$ cat src/rtl/uart_pkg.sv
// uart_pkg: shared types and helpers for the UART transmit/receive path.
//   parity_e    - parity selection encoding (none / even / odd)
//   state_t     - transmitter FSM state type with legacy-compatible constants
//   byte_parity - XOR-reduce of one byte (even-parity bit)
package uart_pkg;

    typedef enum logic [1:0] {
        PAR_NONE = 2'd0,
        PAR_EVEN = 2'd1,
        PAR_ODD  = 2'd2
    } parity_e;

    typedef logic [2:0] state_t;

    localparam state_t IDLE  = 3'd0;
    localparam state_t START = 3'd1;
    localparam state_t DATA  = 3'd2;
    localparam state_t PAR   = 3'd3;
    localparam state_t STOP  = 3'd4;

    function automatic logic byte_parity(input logic [7:0] b);
        return ^b;
    endfunction

endpackage

$ cat src/rtl/uart_baud_gen.sv
// uart_baud_gen: bit-period counter shared by the UART transmitter and receiver.
//   CLK      in  system clock
//   CLR      in  asynchronous active-low reset
//   Enable   in  count while high; counter held at 0 while low
//   CLK_Baud out one-cycle strobe in the last cycle of each bit period
module uart_baud_gen #(
    parameter int BAUD_DIV = 434
) (
    input  logic CLK,
    input  logic CLR,
    input  logic Enable,
    output logic CLK_Baud
);

    localparam int CW = $clog2(BAUD_DIV);
    localparam logic [CW-1:0] LAST = CW'(BAUD_DIV - 1);

    logic [CW-1:0] cnt;

    always_ff @(posedge CLK or negedge CLR) begin
        if (!CLR) begin
            cnt <= '0;
        end else if (!Enable || cnt == LAST) begin
            cnt <= '0;
        end else begin
            cnt <= cnt + CW'(1);
        end
    end

    assign CLK_Baud = Enable && (cnt == LAST);

endmodule

$ cat src/rtl/uart_word_tx.sv
// uart_word_tx: multi-byte UART transmitter. Accepts a DATA_W-bit word over
// Valid/Ready and sends it as DATA_W/8 back-to-back frames, LSB byte first.
//   CLK      in  system clock
//   CLR      in  asynchronous active-low reset
//   Data     in  word to send, sampled on accept
//   Valid    in  Data is valid
//   Ready    out block can accept a word
//   OUT_ser  out serial line, idle high
//   CLK_Baud out one-cycle strobe at the end of each transmitted bit
//   Busy     out a word is in flight
module uart_word_tx
    import uart_pkg::*;
#(
    parameter int DATA_W    = 32,
    parameter int BAUD_DIV  = 434,
    parameter int PARITY    = 0,
    parameter int STOP_BITS = 1
) (
    input  logic              CLK,
    input  logic              CLR,
    input  logic [DATA_W-1:0] Data,
    input  logic              Valid,
    output logic              Ready,
    output logic              OUT_ser,
    output logic              CLK_Baud,
    output logic              Busy
);

    localparam int   NBYTES  = DATA_W / 8;
    localparam int   BIW     = (NBYTES > 1) ? $clog2(NBYTES) : 1;
    localparam bit   HAS_PAR = (PARITY != int'(PAR_NONE));
    localparam logic PAR_INV = (PARITY == int'(PAR_ODD));
    localparam logic STOP_LAST = 1'(STOP_BITS - 1);
    localparam logic [BIW-1:0] BYTE_LAST = BIW'(NBYTES - 1);

    if (DATA_W % 8 != 0 || DATA_W < 8) begin : g_bad_data_w
        $error("uart_word_tx: DATA_W must be a multiple of 8 and >= 8");
    end
    if (BAUD_DIV < 2) begin : g_bad_baud_div
        $error("uart_word_tx: BAUD_DIV must be >= 2");
    end
    if (PARITY < 0 || PARITY > 2) begin : g_bad_parity
        $error("uart_word_tx: PARITY must be 0, 1 or 2");
    end
    if (STOP_BITS < 1 || STOP_BITS > 2) begin : g_bad_stop_bits
        $error("uart_word_tx: STOP_BITS must be 1 or 2");
    end

    state_t            state;
    logic [DATA_W-1:0] shreg;
    logic [BIW-1:0]    byte_idx;
    logic [2:0]        bit_cnt;
    logic              stop_cnt;
    logic              par_bit;
    logic              tick;
    logic              baud_en;

    // Counter only runs outside IDLE, so every word starts phase-aligned to accept.
    assign baud_en = (state != IDLE);

    uart_baud_gen #(
        .BAUD_DIV(BAUD_DIV)
    ) u_baud (
        .CLK     (CLK),
        .CLR     (CLR),
        .Enable  (baud_en),
        .CLK_Baud(tick)
    );

    assign CLK_Baud = tick;

    // OUT_ser is loaded with the level of the *next* bit on the edge that ends
    // the current one; the word shifts right so the active byte sits in [7:0].
    always_ff @(posedge CLK or negedge CLR) begin
        if (!CLR) begin
            state    <= IDLE;
            shreg    <= '0;
            byte_idx <= '0;
            bit_cnt  <= '0;
            stop_cnt <= 1'b0;
            par_bit  <= 1'b0;
            OUT_ser  <= 1'b1;
            Ready    <= 1'b1;
            Busy     <= 1'b0;
        end else begin
            case (state)
                IDLE: begin
                    if (Valid && Ready) begin
                        shreg    <= Data;
                        byte_idx <= '0;
                        bit_cnt  <= '0;
                        stop_cnt <= 1'b0;
                        state    <= START;
                        OUT_ser  <= 1'b0;
                        Ready    <= 1'b0;
                        Busy     <= 1'b1;
                    end
                end
                START: begin
                    if (tick) begin
                        state   <= DATA;
                        OUT_ser <= shreg[0];
                        par_bit <= byte_parity(shreg[7:0]) ^ PAR_INV;
                        bit_cnt <= '0;
                    end
                end
                DATA: begin
                    if (tick) begin
                        shreg <= shreg >> 1;
                        if (bit_cnt == 3'd7) begin
                            if (HAS_PAR) begin
                                state   <= PAR;
                                OUT_ser <= par_bit;
                            end else begin
                                state    <= STOP;
                                OUT_ser  <= 1'b1;
                                stop_cnt <= 1'b0;
                            end
                        end else begin
                            bit_cnt <= bit_cnt + 3'd1;
                            OUT_ser <= shreg[1];
                        end
                    end
                end
                PAR: begin
                    if (tick) begin
                        state    <= STOP;
                        OUT_ser  <= 1'b1;
                        stop_cnt <= 1'b0;
                    end
                end
                STOP: begin
                    if (tick) begin
                        if (stop_cnt == STOP_LAST) begin
                            if (byte_idx == BYTE_LAST) begin
                                state   <= IDLE;
                                OUT_ser <= 1'b1;
                                Ready   <= 1'b1;
                                Busy    <= 1'b0;
                            end else begin
                                byte_idx <= byte_idx + BIW'(1);
                                state    <= START;
                                OUT_ser  <= 1'b0;
                            end
                        end else begin
                            stop_cnt <= 1'b1;
                        end
                    end
                end
                default: begin
                    state   <= IDLE;
                    OUT_ser <= 1'b1;
                    Ready   <= 1'b1;
                    Busy    <= 1'b0;
                end
            endcase
        end
    end

endmodule

$ cat config.mk
export PLATFORM = sky130hd
export DESIGN_NAME = uart_word_tx
export DESIGN_NICKNAME = d
export VERILOG_FILES = /design/src/rtl/uart_pkg.sv /design/src/rtl/uart_baud_gen.sv /design/src/rtl/uart_word_tx.sv
export SDC_FILE = /design/constraint.sdc
export NUM_CORES = 1
export LEC_CHECK = 0
export CORE_AREA = 4 4 75 77
export CTS_CLUSTER_SIZE = 28
export DETAILED_ROUTE_END_ITERATION = 10
export DIE_AREA = 0 0 79 81
export GPL_TIMING_DRIVEN = 0
export PLACE_DENSITY = 0.76
export SYNTH_ARGS = -nofsm -noshare
export SYNTH_HDL_FRONTEND = slang
export SYNTH_SLANG_ARGS = --single-unit
$ cat constraint.sdc
create_clock -name CLK -period 2.23 [get_ports CLK]
set_input_delay 0.446 -clock CLK [delete_from_list [all_inputs] [get_ports CLK]]
set_output_delay 0.446 -clock CLK [all_outputs]
set_load 0.05 [all_outputs]
Word level (Yosys, flattened, before mapping). Cells that the tools add are included. W data, S select, Z words.

Register bits after elaboration: 53. Bits of input ports: 35. Output and inout bits: 4.

Add/subtract/negate cells: 3. Equal/unequal tests: 17. Multiplexer cells: 47. Bitwise operators: 1. Reductions and logical operators: 18.

Operator list (count): $mux W32 (2); $pmux W32 S2 (1); $mux W3 (11); $mux W1 (21); $ne A2 B2 Y1 const B (10); $pmux W3 S5 (1); $reduce_and A5 Y1 (3); $reduce_and A6 Y1 (2); $add A9 B1 Y9 const B (1); $eq A9 B9 Y1 const B (1); $mux W9 (1); $pmux W3 S3 (1); $mux W2 (4); $reduce_and A7 Y1 (1); $eq A3 B2 Y1 const B (2); $eq A3 B3 Y1 const B (2); $pmux W1 S3 (2); $reduce_bool A3 Y1 (2); $pmux W1 S5 (1); $pmux W1 S4 (1); $pmux W2 S2 (1); $reduce_bool A2 Y1 (2); $reduce_bool A4 Y1 (1); $add A3 B1 Y3 const B (1); other kinds (10) (11).

Depth between registers and ports, before layout. Gate-level depths: netlist of run 1.

Depth after elaboration: 5. Gate-level depth with buffers: 8. Gate-level depth less buffers: 6.

Cells and area by module. Synthesis of run 1 repeated with hierarchy kept, for this count alone.

Cells, all modules: 226. Area, all modules: 2713.9 sq um.

Modules (own cells, without submodules): uart_word_tx (instances 1, cells an instance 178, area an instance 2227.1 sq um, sequential area each 1078.5 sq um); uart_baud_gen (instances 1, cells an instance 48, area an instance 486.7 sq um, sequential area each 225.2 sq um).

Least setup slack after synthesis of run 1. No wires, ideal clock.

Kind: register to output. Start: reg u_baud.cnt[1]. End: out CLK_Baud. Arrival time: 1.901 ns. Data required time: 1.784 ns. Slack: -0.117 ns. Cell stages (with the launch flop): 7. Path buffers: 1. Cell sequence: dfrtp_1 inv_1 ha_1 nand4b_1 or3_1 clkbuf_1 nor2_1.

Longest elaborated chain between the ends: 2.

RTL lines: start: declaration (RTL line uart_baud_gen.sv:18) `logic [CW-1:0] cnt;`; start signal: assignment (RTL line uart_baud_gen.sv:26) `cnt <= cnt + CW'(1);`; $eq A9 B9 Y1 (RTL line uart_baud_gen.sv:30) `assign CLK_Baud = Enable && (cnt == LAST);`; $logic_and A1 B1 Y1 (RTL line uart_baud_gen.sv:30); end: declaration (RTL line uart_word_tx.sv:25) `output logic CLK_Baud,`.

Every way passes these cells.

Worst setup path after layout of run 1.
Start: reg Ready. End: out Ready.

RTL lines: start: declaration (RTL line uart_word_tx.sv:23) `output logic Ready,`; start signal: assignment (RTL line uart_word_tx.sv:83) `Ready <= 1'b1;`; start signal: assignment (RTL line uart_word_tx.sv:95) `Ready <= 1'b0;`; start signal: assignment (RTL line uart_word_tx.sv:138) `Ready <= 1'b1;`.

No word-level cell between the ends.

==> impl_metrics.toml, run 1 <==
[final_layout]
count_of_antenna_diodes_in_the_layout = 0
post_route_cells_drive_above_1_share = 0.129
stdcell_count = 350
final_core_utilization = 0.634
layout_nets = 319
area_delta_synth_final_pct = 25.0

[clock_network]
cts.clk_slew.worst_paths_ns = 0.10
numCtsBuffers = 5
ctsHtreeMaxLevel = 2
clock_tree.buffer_depth = 2
cts_sinks = 52
worstSkewPairLatency_ns = 0.31
cts_tree = "yes"
root_buffer = "sky130_fd_sc_hd__clkbuf_8"

[global_routing]
grt_util_all_layers = 0.169
grt_first_pass_wirelength_mm = 8.54
antenna_found_initial = 0
grt_start_max_net_pins = 38
vias_in_the_first_global_route = 1898
globalRouteOverflowTotal = 0

[place]
placer_congestion = 0.913
io_buffers = 38
post-dp-hpwl_mm = 3.45
numPlacedInstances = 339
detailedPlace.worstSlack_ns = -0.540

[critical_path]
reg2reg_slack_ns = 0.17
cp_data_arrival_time_ns = 1.70
cp_max_fo = 6
crit_chain = "clkdlybuf4s50_1"
start_kind = "flop"
critical-path-max-stage-delay_ns = 0.81
worst_path_class_setup = "reg2out"
crit_buf_inv = 1
cpLargestDelayFamily = "buffers and inverters"
worstSetupEndpointType = "output pin"
slowest_stage = "sky130_fd_sc_hd__clkdlybuf4s50_1"
crit-reg2reg-launch = "state[0]$_DFFE_PN0P_"
rr_endpoint = "shreg[23]$_DFFE_PN0P_"
data_required_time_at_the_worst_endpoint_ns = 1.78
reg2reg_depth = 6

[floorplan]
io-pin-count = 39
initial_core_util = 0.507
die_h_microns = 81
die_area_sq_um = 6400
die_w_microns = 79
num_rows = 26
core_area_sq_um = 5010

[drt]
route.antenna.remaining_nets = 0
wirelength_mm = 4.98
remaining_drc_errors = 0
initialDrtViolationCount = 86
routed_via_density = 5.39
average_detailed_routed_wire_length_per_instance_microns = 14.2
drt_pass1_iterations = 4
via_count = 1887

[hold_path]
worstHoldPathType = "in2async"

[pwr]
power_frac_seq = 0.564
peakVddDrop_mv = 0.328
cellPowerDensity_nw_per_um2 = 526
p_clk_frac = 0.386
cellLeakagePower_nw = 1.38
pwr-share-comb = 0.049
p_total_w = 0.00167
p_switching_w = 0.000341
power_report.internal_total_w = 0.00133
power_switching_share = 0.204

[sta]
max_freq_ghz = 0.466
clock-skew-final_ns = 0.0102
final.period_utilization = 0.962
finalSetupViolCount = 0
rsz0062_at_grt = "no"
hold_slack_final_ns = 0.0432
fin_crit_ns = 2.15
slew_headroom = 0.582
tightestPinTransition_ns = 0.623
final_hold_viol_count = 0
drv_slew = 0
finalWorstSetupSlack_ns = 0.0849

[yosys]
synth-main-ff-cell = "sky130_fd_sc_hd__dfrtp_1"
ys_ff_latch = 52
yosysUniqueCellTypes = 43
synth.net_count = 270
yosys.area.top_type = "sky130_fd_sc_hd__dfrtp_1"
yosys.cell_count.top_type = "sky130_fd_sc_hd__dfrtp_1"
cell_area_after_technology_mapping_sq_um = 2540
avgSynthCellArea_sq_um = 11.0
synth_async_sr_flop_share = 1.00
synthesis.instances = 230
synth_area_leaders = "sky130_fd_sc_hd__dfrtp_1, sky130_fd_sc_hd__o22a_1, sky130_fd_sc_hd__o21a_1"
synth_largest_type_area_fraction = 0.492
synth_commonest_cells = "sky130_fd_sc_hd__dfrtp_1, sky130_fd_sc_hd__o21a_1, sky130_fd_sc_hd__o22a_1, sky130_fd_sc_hd__nor2_1"
ys_seq_area_frac = 0.513
ys.warnings.count = 0
synth_edf_count = 0

[flow_run]
maxCapViolCount = 0

[status]
outcome = "finished, final reports clean"
[final cells by class]
class | instances | area [sq um]
Buffer | 15 | 103
Clock buffer | 5 | 68.8
Clock inverter | 3 | 42.5
Fill cell | 436 | 1830
Inverter | 6 | 22.5
Multi-Input combinational cell | 156 | 1120
Sequential cell | 52 | 1300
Tap cell | 70 | 87.6
Timing Repair Buffer | 43 | 427
[flip-flops by register name (all words and copies together), names as in the netlist]
| name | cells |
|---|---|
| Ready | 1 |
| shreg | 32 |
| OUT_ser | 1 |
| Busy | 1 |
| u_baud.cnt | 9 |
| byte_idx | 2 |
| state | 3 |
| bit_cnt | 3 |
[routing by layer]
metal	vias up	wire length (microns)	track usage
met4	0	77	0.0687
met1	898	2340	0.221
met5	-	0	0
li1	939	-	-
met2	42	2320	0.277
met3	8	239	0.0344
[worst max path at each step]
| stage | from | end | slack, ns | cells past startpoint |
|---|---|---|---|---|
| after floorplan | u_baud.cnt[1]$_DFF_PN0_ | CLK_Baud | 0.1 | 6 |
| after global placement | CLR | state[0]$_DFFE_PN0P_ | -0.82 | 1 |
| after detailed placement | u_baud.cnt[1]$_DFF_PN0_ | CLK_Baud | -0.54 | 7 |
| after CTS | u_baud.cnt[1]$_DFF_PN0_ | CLK_Baud | 0.02 | 6 |
| after global routing | state[0]$_DFFE_PN0P_ | shreg[4]$_DFFE_PN0P_ | 0.002 | 6 |
| final | Ready$_DFFE_PN1P_ | Ready | 0.08 | 1 |
[logic make-up (layout without fill, tap and decap cells)]
kind of cell    count (synthesis)  in the layout  synth area share
buf+inv                        22             72            0.0507
flops                          52             52             0.513
simple gates                   50             50             0.102
fa+ha+maj                       5              5            0.0246
xor+xnor                        9              9            0.0310
compound gates                 88             88             0.261
mux                             4              4            0.0177
[cells in the final DEF (no fill, tap or decap), drive strengths merged, types with 3 or more instances in the layout]
cell type,count
nor3,3
mux2,4
clkbuf,11
nand3,5
o21a,31
nor2,17
o21ai,8
o22a,31
xnor2,7
and2,3
inv,6
ha,5
dfrtp,50
a21oi,8
buf,16
nand2,9
clkdlybuf4s50,36
[per-stage QoR]
stage / setup TNS [ns] / area, sq um
after floorplan: 0 / 2540
after global placement: -41.70 / 3010
after detailed placement: -0.540 / 3030
after CTS: 0 / 3170
after global routing: 0 / 3180
final: 0 / 3180
[power groups by stage]
stage / sequential, W / clock, W / combinational, W
2_1_floorplan: 0.000961 / 0 / 0.0000000484
3_3_place_gp: 0.000961 / 0 / 0.0000809
3_5_place_dp: 0.000961 / 0 / 0.0000835
4_1_cts: 0.000942 / 0.000666 / 0.0000846
5_1_grt: 0.000942 / 0.000700 / 0.0000891
6_report: 0.000942 / 0.000645 / 0.0000825
[what timing repair did]
| action | CTS | global route |
|---|---|---|
| hold endpoints to repair | 0 | 0 |
| setup buffers | 4 | 0 |
| hold buffers | 0 | 0 |
| gates cloned | 0 | 0 |
| resized for setup | 8 | 1 |
| endpoints found under the setup margin | 1 | 1 |
| pin swaps | 1 | 1 |
(Power assumes the default switching activity.)
==> run 2, diff against run 1 <==
--- a/config.mk
+++ b/config.mk
@@ -6,7 +6,7 @@
 export NUM_CORES = 1
 export LEC_CHECK = 0
 export CORE_AREA = 4 4 75 77
-export CTS_CLUSTER_SIZE = 28
+export CTS_CLUSTER_SIZE = 25
 export DETAILED_ROUTE_END_ITERATION = 10
 export DIE_AREA = 0 0 79 81
 export GPL_TIMING_DRIVEN = 0
==> results of run 2 <==
Same layout as run 1: the final DEF is identical, and so are final timing and power.
